`config.mk`:
```
export PLATFORM = sky130hd
export DESIGN_NAME = rc5_core_param
export DESIGN_NICKNAME = d
export VERILOG_FILES = /design/src/rtl/rc5_core_param.sv
export SDC_FILE = /design/constraint.sdc
export NUM_CORES = 2
export LEC_CHECK = 0
export CAP_MARGIN = 25
export CORE_MARGIN = 2
export CORE_UTILIZATION = 56
export CTS_CLUSTER_DIAMETER = 50
export DETAILED_ROUTE_END_ITERATION = 6
export PLACE_DENSITY = 0.77
export SYNTH_ARGS = -nofsm -noshare
export SYNTH_HDL_FRONTEND = slang
export SYNTH_SLANG_ARGS = --single-unit
export TNS_END_PERCENT = 20
```
`constraint.sdc`:
```
create_clock -name clk -period 11.4 [get_ports clk]
set_input_delay 1.14 -clock clk [delete_from_list [all_inputs] [get_ports clk]]
set_output_delay 1.14 -clock clk [all_outputs]
set_load 0.02 [all_outputs]
```
`src/rtl/rc5_core_param.sv`:
```
// Iterative RC5-W/R/b cipher core with on-chip key expansion and valid/ready streaming.
// One key-schedule step or one full cipher round per clock.
module rc5_core_param #(
    parameter int W          = 16,
    parameter int KEY_BYTES  = 16,
    parameter int MAX_ROUNDS = 20,
    parameter int ROUND_W    = 5
) (
    input  logic                   clk,
    input  logic                   rst,
    input  logic                   key_load,
    input  logic [8*KEY_BYTES-1:0] key,
    input  logic [ROUND_W-1:0]     num_rounds,
    output logic                   key_ready,
    output logic                   cfg_err,
    input  logic                   in_valid,
    output logic                   in_ready,
    input  logic                   mode,
    input  logic [2*W-1:0]         d_in,
    output logic                   out_valid,
    input  logic                   out_ready,
    output logic [2*W-1:0]         d_out,
    output logic                   busy
);

    localparam int WB    = W / 8;
    localparam int C_RAW = (KEY_BYTES + WB - 1) / WB;
    localparam int C     = (C_RAW < 1) ? 1 : C_RAW;
    localparam int T_MAX = 2 * MAX_ROUNDS + 2;
    localparam int N_MAX = (T_MAX > C) ? T_MAX : C;
    localparam int IW    = $clog2(T_MAX);
    localparam int JW    = (C > 1) ? $clog2(C) : 1;
    localparam int KW    = $clog2(3 * N_MAX + 1);
    localparam int LW    = $clog2(W);
    localparam logic [31:0] MAX_R = 32'(MAX_ROUNDS);

    localparam logic [63:0] P64 = (W == 16) ? 64'h0000_0000_0000_B7E1 :
                                  (W == 32) ? 64'h0000_0000_B7E1_5163 : 64'hB7E1_5162_8AED_2A6B;
    localparam logic [63:0] Q64 = (W == 16) ? 64'h0000_0000_0000_9E37 :
                                  (W == 32) ? 64'h0000_0000_9E37_79B9 : 64'h9E37_79B9_7F4A_7C15;
    localparam logic [W-1:0] P = P64[W-1:0];
    localparam logic [W-1:0] Q = Q64[W-1:0];

    typedef enum logic [2:0] {IDLE, KEY_INIT, KEY_MIX, READY, WHITEN, ROUND, OUT} state_t;

    function automatic logic [W-1:0] rotl(input logic [W-1:0] x, input logic [LW-1:0] n);
        logic [2*W-1:0] d;
        d = {x, x} << n;
        return d[2*W-1:W];
    endfunction

    function automatic logic [W-1:0] rotr(input logic [W-1:0] x, input logic [LW-1:0] n);
        logic [2*W-1:0] d;
        d = {x, x} >> n;
        return d[W-1:0];
    endfunction

    state_t             state;
    logic [W-1:0]       s_tab [T_MAX];
    logic [W-1:0]       l_tab [C];
    logic [ROUND_W-1:0] r_lat, rnd;
    logic               dec;
    logic [W-1:0]       ra, rb, s_acc;
    logic [IW-1:0]      i_idx;
    logic [JW-1:0]      j_idx;
    logic [KW-1:0]      k_cnt;

    logic               rounds_ok;
    logic [C*W-1:0]     key_pad;
    logic [IW-1:0]      t_last, ev_idx, od_idx;
    logic [KW-1:0]      t_k, n_k, k_last;
    logic [W-1:0]       s_ev, s_od, mix_a, mix_b, ab_sum;
    logic [W-1:0]       ea, eb, da, db, wa, wb;

    assign rounds_ok = (32'(num_rounds) <= MAX_R);
    assign in_ready  = (state == READY) && !key_load;
    assign busy      = (state != IDLE) && (state != READY);

    always_comb begin
        key_pad = '0;
        key_pad[8*KEY_BYTES-1:0] = key;
    end

    // Schedule bounds: t = 2R+2 entries, 3*max(t,c) mixing steps
    assign t_last = IW'({r_lat, 1'b1});
    assign t_k    = KW'({r_lat, 1'b1}) + KW'(1);
    assign n_k    = (t_k > KW'(C)) ? t_k : KW'(C);
    assign k_last = KW'(3) * n_k - KW'(1);

    assign mix_a  = rotl(s_tab[i_idx] + ra + rb, LW'(3));
    assign ab_sum = mix_a + rb;
    assign mix_b  = rotl(l_tab[j_idx] + ab_sum, ab_sum[LW-1:0]);

    assign ev_idx = IW'({rnd, 1'b0});
    assign od_idx = IW'({rnd, 1'b1});
    assign s_ev   = s_tab[ev_idx];
    assign s_od   = s_tab[od_idx];
    assign ea     = rotl(ra ^ rb, rb[LW-1:0]) + s_ev;
    assign eb     = rotl(rb ^ ea, ea[LW-1:0]) + s_od;
    assign db     = rotr(rb - s_od, ra[LW-1:0]) ^ ra;
    assign da     = rotr(ra - s_ev, db[LW-1:0]) ^ db;
    assign wa     = dec ? (ra - s_tab[0]) : (ra + s_tab[0]);
    assign wb     = dec ? (rb - s_tab[1]) : (rb + s_tab[1]);

    // Key tables carry no reset; they are rebuilt by every accepted key_load
    always_ff @(posedge clk) begin
        if (key_load) begin
            if (rounds_ok) begin
                for (int unsigned k = 0; k < C; k++) begin
                    l_tab[k] <= key_pad[k*W +: W];
                end
            end
        end else if (state == KEY_INIT) begin
            s_tab[i_idx] <= s_acc;
        end else if (state == KEY_MIX) begin
            s_tab[i_idx] <= mix_a;
            l_tab[j_idx] <= mix_b;
        end
    end

    always_ff @(posedge clk or negedge rst) begin
        if (!rst) begin
            state     <= IDLE;
            key_ready <= 1'b0;
            cfg_err   <= 1'b0;
            out_valid <= 1'b0;
            d_out     <= '0;
            r_lat     <= '0;
            rnd       <= '0;
            dec       <= 1'b0;
            ra        <= '0;
            rb        <= '0;
            s_acc     <= '0;
            i_idx     <= '0;
            j_idx     <= '0;
            k_cnt     <= '0;
        end else if (key_load) begin
            key_ready <= 1'b0;
            out_valid <= 1'b0;
            if (!rounds_ok) begin
                cfg_err <= 1'b1;
                state   <= IDLE;
            end else begin
                cfg_err <= 1'b0;
                r_lat   <= num_rounds;
                i_idx   <= '0;
                s_acc   <= P;
                state   <= KEY_INIT;
            end
        end else begin
            case (state)
                KEY_INIT: begin
                    s_acc <= s_acc + Q;
                    if (i_idx == t_last) begin
                        i_idx <= '0;
                        j_idx <= '0;
                        k_cnt <= '0;
                        ra    <= '0;
                        rb    <= '0;
                        state <= KEY_MIX;
                    end else begin
                        i_idx <= i_idx + IW'(1);
                    end
                end
                KEY_MIX: begin
                    ra    <= mix_a;
                    rb    <= mix_b;
                    i_idx <= (i_idx == t_last) ? '0 : i_idx + IW'(1);
                    j_idx <= (j_idx == JW'(C - 1)) ? '0 : j_idx + JW'(1);
                    if (k_cnt == k_last) begin
                        key_ready <= 1'b1;
                        state     <= READY;
                    end else begin
                        k_cnt <= k_cnt + KW'(1);
                    end
                end
                READY: begin
                    if (in_valid) begin
                        ra  <= d_in[W-1:0];
                        rb  <= d_in[2*W-1:W];
                        dec <= mode;
                        if (!mode) begin
                            rnd   <= ROUND_W'(1);
                            state <= WHITEN;
                        end else begin
                            rnd   <= r_lat;
                            state <= (r_lat == '0) ? WHITEN : ROUND;
                        end
                    end
                end
                WHITEN: begin
                    ra <= wa;
                    rb <= wb;
                    if (dec || r_lat == '0) begin
                        d_out     <= {wb, wa};
                        out_valid <= 1'b1;
                        state     <= OUT;
                    end else begin
                        state <= ROUND;
                    end
                end
                ROUND: begin
                    if (!dec) begin
                        ra <= ea;
                        rb <= eb;
                        if (rnd == r_lat) begin
                            d_out     <= {eb, ea};
                            out_valid <= 1'b1;
                            state     <= OUT;
                        end else begin
                            rnd <= rnd + ROUND_W'(1);
                        end
                    end else begin
                        ra <= da;
                        rb <= db;
                        if (rnd == ROUND_W'(1)) state <= WHITEN;
                        else                    rnd   <= rnd - ROUND_W'(1);
                    end
                end
                OUT: begin
                    if (out_ready) begin
                        out_valid <= 1'b0;
                        state     <= READY;
                    end
                end
                default: state <= IDLE;
            endcase
        end
    end

endmodule

```
# Yosys cells after proc, flatten, opt, wreduce, memory -nomap -nowiden
# Memories as Yosys holds them, arrays and structs flattened.
# Index checks and enable logic that the tools add are counted.
[word_totals] mem_bits_rw=800 inputBits=171 ff_bits=113 n_memories=2
[mem_list] name="s_tab" depth=42 width=16 read_ports=5 rd_clocked_by_memory_dff=0 wr=1 line="59" text="logic [W-1:0] s_tab [T_MAX];"
[mem_list] name="l_tab" depth=8 width=16 read_ports=1 rd_clocked_by_memory_dff=0 wr=8 line="60" text="logic [W-1:0] l_tab [C];"
[op_classes] eq_ne=30 n_shift=5 n_mux=70 n_reduce_logical=29 bitwise=6 n_lt_le_gt_ge=2 add_sub_neg=20 n_mul=1
[ops] operator="16-bit two-way mux" n=12
[ops] operator="16-bit case mux with 5 select lines" n=2
[ops] operator="16-bit adder" n=8
[ops] operator="32-bit two-way mux" n=3
[ops] operator="32-bit by 4-bit left shift with 32-bit output" n=3
[ops] operator="32-bit case mux with 2 select lines" n=1
[ops] operator="32-bit by 4-bit >> shifter with 16-bit output" n=2
[ops] operator="16-bit subtractor" n=4
[ops] operator="16-bit bitwise XOR" n=4
[ops] operator="3-bit two-way mux" n=11
[ops] operator="5-bit two-way mux" n=5
[ops] operator="6-bit two-way mux" n=4
[ops] operator="1-bit two-way mux" n=23
[ops] operator="7-bit two-way mux" n=3
[ops] operator="3-bit != test, second input constant" n=7
[ops] operator="3-bit case mux with 6 select lines" n=1
[ops] operator="16-bit adder, second input constant" n=1
[ops] operator="16-bit OR reduction" n=1
[ops] operator="5-bit AND reduction" n=3
[ops] operator="7-bit case mux with 2 select lines" n=1
[ops] operator="2-bit nonzero test" n=7
[ops] operator="3-bit equality test, second input constant" n=4
[ops] operator="2-bit != test, second input constant" n=5
[ops] operator="5-bit case mux with 2 select lines" n=1
[ops] operator="36 further kinds" n=47

# Longest topological paths before layout
[depth] word_depth=9 ltp_mapped=51 ltp_nobuf=48

# Worst setup path before layout
# Ideal clock, no wire load.
[synth_path] kind="flip-flop to flip-flop" from="register i_idx[1]" to="memory l_tab[0][5], data pin" synth_period_minus_slack_ns=10.613 slack_ns=0.787 t_arrival_ns=10.338 stages_incl_launch_ff=45 path_buffers=6 path_cell_list="dfrtp_1 -> buf_1 -> inv_1 -> nor3_1 -> clkbuf_1 -> buf_1 -> clkbuf_1 -> a22oi_1 -> a41oi_1 -> a211oi_1 -> fa_1 -> inv_1 -> ha_1 -> fa_1 -> a21o_1 -> a21oi_1 -> o21bai_1 -> a21oi_1 -> (+9 left out) -> a21boi_0 -> or2_2 -> clkbuf_1 -> inv_2 -> buf_1 -> ha_1 -> o21a_1 -> o21a_1 -> a32o_1 -> or4b_1 -> a31o_2 -> a21oi_1 -> o21a_1 -> xor3_1 -> mux4_2 -> nand2b_1 -> a31oi_1 -> o21ai_0"
[synth_rtl] element="from (decl)" line="64" text="logic [IW-1:0] i_idx;"
[synth_rtl] element="from (signal assigned)" line="162" text="i_idx <= i_idx + IW'(1);"
[synth_rtl] element="from (signal assigned)" line="168" text="i_idx <= (i_idx == t_last) ? '0 : i_idx + IW'(1);"
[synth_rtl] element="to (decl)" line="60"

==> results_dict.tcl <==
set metrics [dict create \
    maxSlewViolCount 0 \
    synth_fp_nets 5038 \
    wl_met3_mm 30.5 \
    h-tree-depth 3 \
    first_global_vias 43000 \
    root_buffer "clkbuf_16" \
    slew-limit-headroom_pct 24.9 \
    clock.fmax_mhz 92.5 \
    cts_made_buffers 102 \
    required_ns 11.96 \
    gp_congestion 1.06 \
    place_hpwl_mm 146 \
    die_width_microns 317 \
    top_layer "met5" \
    synth_seq_cells 913 \
    start_util_pct 56.6 \
    synth_area_leaders "edfxtp_1, mux4_2, dfrtp_1" \
    clk_path_buf_depth 3 \
    die-height_microns 317 \
    clk_pin_slew_worst_paths_ns 0.06 \
    max_stage_delay_ns 0.55 \
    end_kind "flop" \
    critical_path.max_fanout 16 \
    setup_viol 0 \
    path_class "flop to flop" \
    cts_tree "yes" \
    finalHoldViolations 0 \
    grt_pass1_wl_mm 297 \
    die-area_sq_um 101000 \
    finalCritPeriodShare_pct 94.9 \
    setup_tns_ns 0 \
    synthArstFlopShare_pct 12.4 \
    grt_max_degree 63 \
    fin_nets 5256 \
    period_minus_slack_ns 10.81 \
    synthCells 4676 \
    cts_sinks 913 \
    slowest_stage "or4b_1" \
    dr_total_vias 45400 \
    fp.coreArea_sq_um 97000 \
    status "finished clean" \
    grt_usage_pct 41.2 \
    met1_length_mm 68.8 \
    port_buffers 207 \
    routedWlPerCell_microns 33.3 \
    yosysSeqAreaShare_pct 48.9 \
    fin_worst_skew_ns 0.0569 \
    layout-drive-gt1-share_pct 15.6 \
    fillers 7180 \
    cap_viol_max_count 0 \
    ys_types 88 \
    postCtsHoldBufs 0 \
    route.met2.wl_mm 89.7 \
    ios 208 \
    avgViaCountPerCell 7.25 \
    final_antenna_net_count 0 \
    area_growth_pct 14.5 \
    antenna_found_initial 14 \
    syn_area_per_cell_sq_um 11.7 \
    cp.arrival_ns 11.37 \
    multi_input_area_sq_um 26500 \
    synth-main-ff-cell "edfxtp_1" \
    tightest_slew_ns 1.11 \
    yosys.area.top_type_share_pct 43.7 \
    hp-class "input pin to async pin" \
    synth_area_leader_cell "edfxtp_1" \
    synth_edf_count 800 \
    insertion_delay_ns 0.73 \
    drc 0 \
    rsz0062_at_grt "false" \
    seq_area_sq_um 26900 \
    drt_iter0_drc 7878 \
    synth.yosys.warnings 0 \
    netlist_area_sq_um 54900 \
    firstDrtPassIters 7 \
    startpoint_type "flop" \
    route.final.wire_length_mm 209 \
    rows 114 \
    path_common_cell "a21oi_1" \
    overflow 0 \
]
[timing repair]
item | 4_1_cts | 5_1_grt
gates resized for setup | 0 | 16
setup endpoints to repair | 0 | 141
buffers inserted | 0 | 2
[cell families (layout without fill, tap and decap cells)]
kind of cell	count (synthesis)	in the layout	share of synthesized area [%]
buffers and inverters	462	767	3.21
other	0	7	0
xor gates and xnor gates	236	236	3.94
muxes	531	531	15.2
adders and majority gates	191	191	4.68
and+or+nand+nor	1098	1098	9.00
DFF	913	913	48.9
AOI/OAI and AO/OA	1245	1245	15.0
[final timing paths]
| kind | slack (ns) | from | cells after the start | end |
|---|---|---|---|---|
| hold / removal | 0.31 | rst | 1 | ra[1]$_DFFE_PN0P_ |
| min in group clk | 0.48 | d_out[4]$_DFFE_PN0P_ | 2 | d_out[4]$_DFFE_PN0P_ |
| hold reg to reg | 0.48 | d_out[4]$_DFFE_PN0P_ | 2 | d_out[4]$_DFFE_PN0P_ |
| setup reg to reg | 0.59 | i_idx[0]$_DFFE_PN0P_ | 45 | l_tab[0][7]$_DFFE_PP_ |
| setup / recovery | 0.59 | i_idx[0]$_DFFE_PN0P_ | 45 | l_tab[0][7]$_DFFE_PP_ |
| max in group asynchronous | 9.34 | rst | 3 | rnd[1]$_DFFE_PN0P_ |
[through the flow]
step,setup slack (ns),instances,cell area [sq um],hold WS (ns),utilization (%)
after floorplan,0.787,4676,54900,0.480,-
after global placement,0.645,6062,59200,0.462,61.1
after detailed placement,0.407,6062,59200,0.470,61.1
after CTS,0.318,6253,62800,0.306,64.7
after global routing,0.0367,6261,62800,0.328,64.8
final,0.586,6264,62900,0.309,64.8
[critical path: cells and delay by family, from the launching register on]
family	cells	cell delay, ns
muxes	2	0.70
buffers and inverters	3	0.60
xor gates and xnor gates	3	0.54
AOI/OAI and AO/OA	24	4.63
DFF	1	0.50
adders and majority gates	5	1.66
and+or+nand+nor	8	1.96
[metal layers]
metal | up-vias | track usage, %
met5 | - | 0
met1 | 21800 | 50.4
met3 | 935 | 13.9
li1 | 18600 | -
met4 | 12 | 30.3
met2 | 4116 | 60.9
[Yosys cell counts, types with 9 or more instances]
| cell | number |
|---|---|
| a31oi_1 | 38 |
| a222oi_1 | 11 |
| fa_1 | 24 |
| nor3_1 | 54 |
| a21o_1 | 68 |
| o211ai_1 | 23 |
| nor2_1 | 319 |
| inv_1 | 143 |
| and3_1 | 15 |
| nor2b_1 | 29 |
| xnor2_1 | 156 |
| or3_1 | 21 |
| nor3b_1 | 10 |
| dfrtp_1 | 113 |
| o22ai_1 | 26 |
| nand2_1 | 419 |
| buf_1 | 61 |
| nand4_1 | 58 |
| o221ai_1 | 18 |
| mux2_2 | 60 |
| a211oi_1 | 38 |
| o21a_1 | 23 |
| mux4_2 | 236 |
| and2_1 | 18 |
| xor2_1 | 73 |
| a22o_1 | 39 |
| a221oi_1 | 50 |
| a21oi_1 | 226 |
| nand3_1 | 63 |
| or2_2 | 13 |
| a311oi_1 | 11 |
| o31ai_1 | 12 |
| a41oi_1 | 9 |
| o21bai_1 | 22 |
| nand2b_1 | 38 |
| clkbuf_1 | 240 |
| a22oi_1 | 245 |
| nor4_1 | 13 |
| ha_1 | 167 |
| mux2i_1 | 232 |
| edfxtp_1 | 800 |
| o21ai_0 | 302 |
[state kept, by name, indices dropped and copies added, names as in the netlist]
| name | count |
|---|---|
| d_out | 32 |
| r_lat | 5 |
| k_cnt | 7 |
| rb | 16 |
| ra | 16 |
| i_idx | 6 |
| cfg_err | 1 |
| key_ready | 1 |
| l_tab | 128 |
| out_valid | 1 |
| s_acc | 16 |
| s_tab | 672 |
| j_idx | 3 |
| state | 3 |
| dec | 1 |
| rnd | 5 |
[cell usage in the layout (no fill, tap or decap), types with 39 or more instances in the layout]
| cell | n |
|---|---|
| mux4_2 | 236 |
| clkdlybuf4s50_1 | 206 |
| xnor2_1 | 156 |
| a221oi_1 | 50 |
| ha_1 | 167 |
| inv_1 | 143 |
| nand2_1 | 418 |
| nand3_1 | 63 |
| a22oi_1 | 245 |
| edfxtp_1 | 800 |
| xor2_1 | 73 |
| nor2_1 | 291 |
| buf_4 | 208 |
| a21oi_1 | 219 |
| o21ai_0 | 296 |
| nor3_1 | 52 |
| a21o_1 | 68 |
| mux2_2 | 60 |
| a22o_1 | 39 |
| clkbuf_16 | 104 |
| mux2i_1 | 232 |
| nand4_1 | 58 |
| dfrtp_1 | 104 |
[area by class of cell]
type                       count  area share [%]
clock inverter                71            1.31
multi-input combinational   3301            42.2
antenna                        7          0.0279
clock buffer                 120            4.27
tap                         1276            2.54
timing repair buffer         424            6.02
inverter                     152           0.908
sequential                   913            42.7
Power is not shown: default switching activity piles up to over one toggle a cycle in this logic, so the estimate is an artifact.
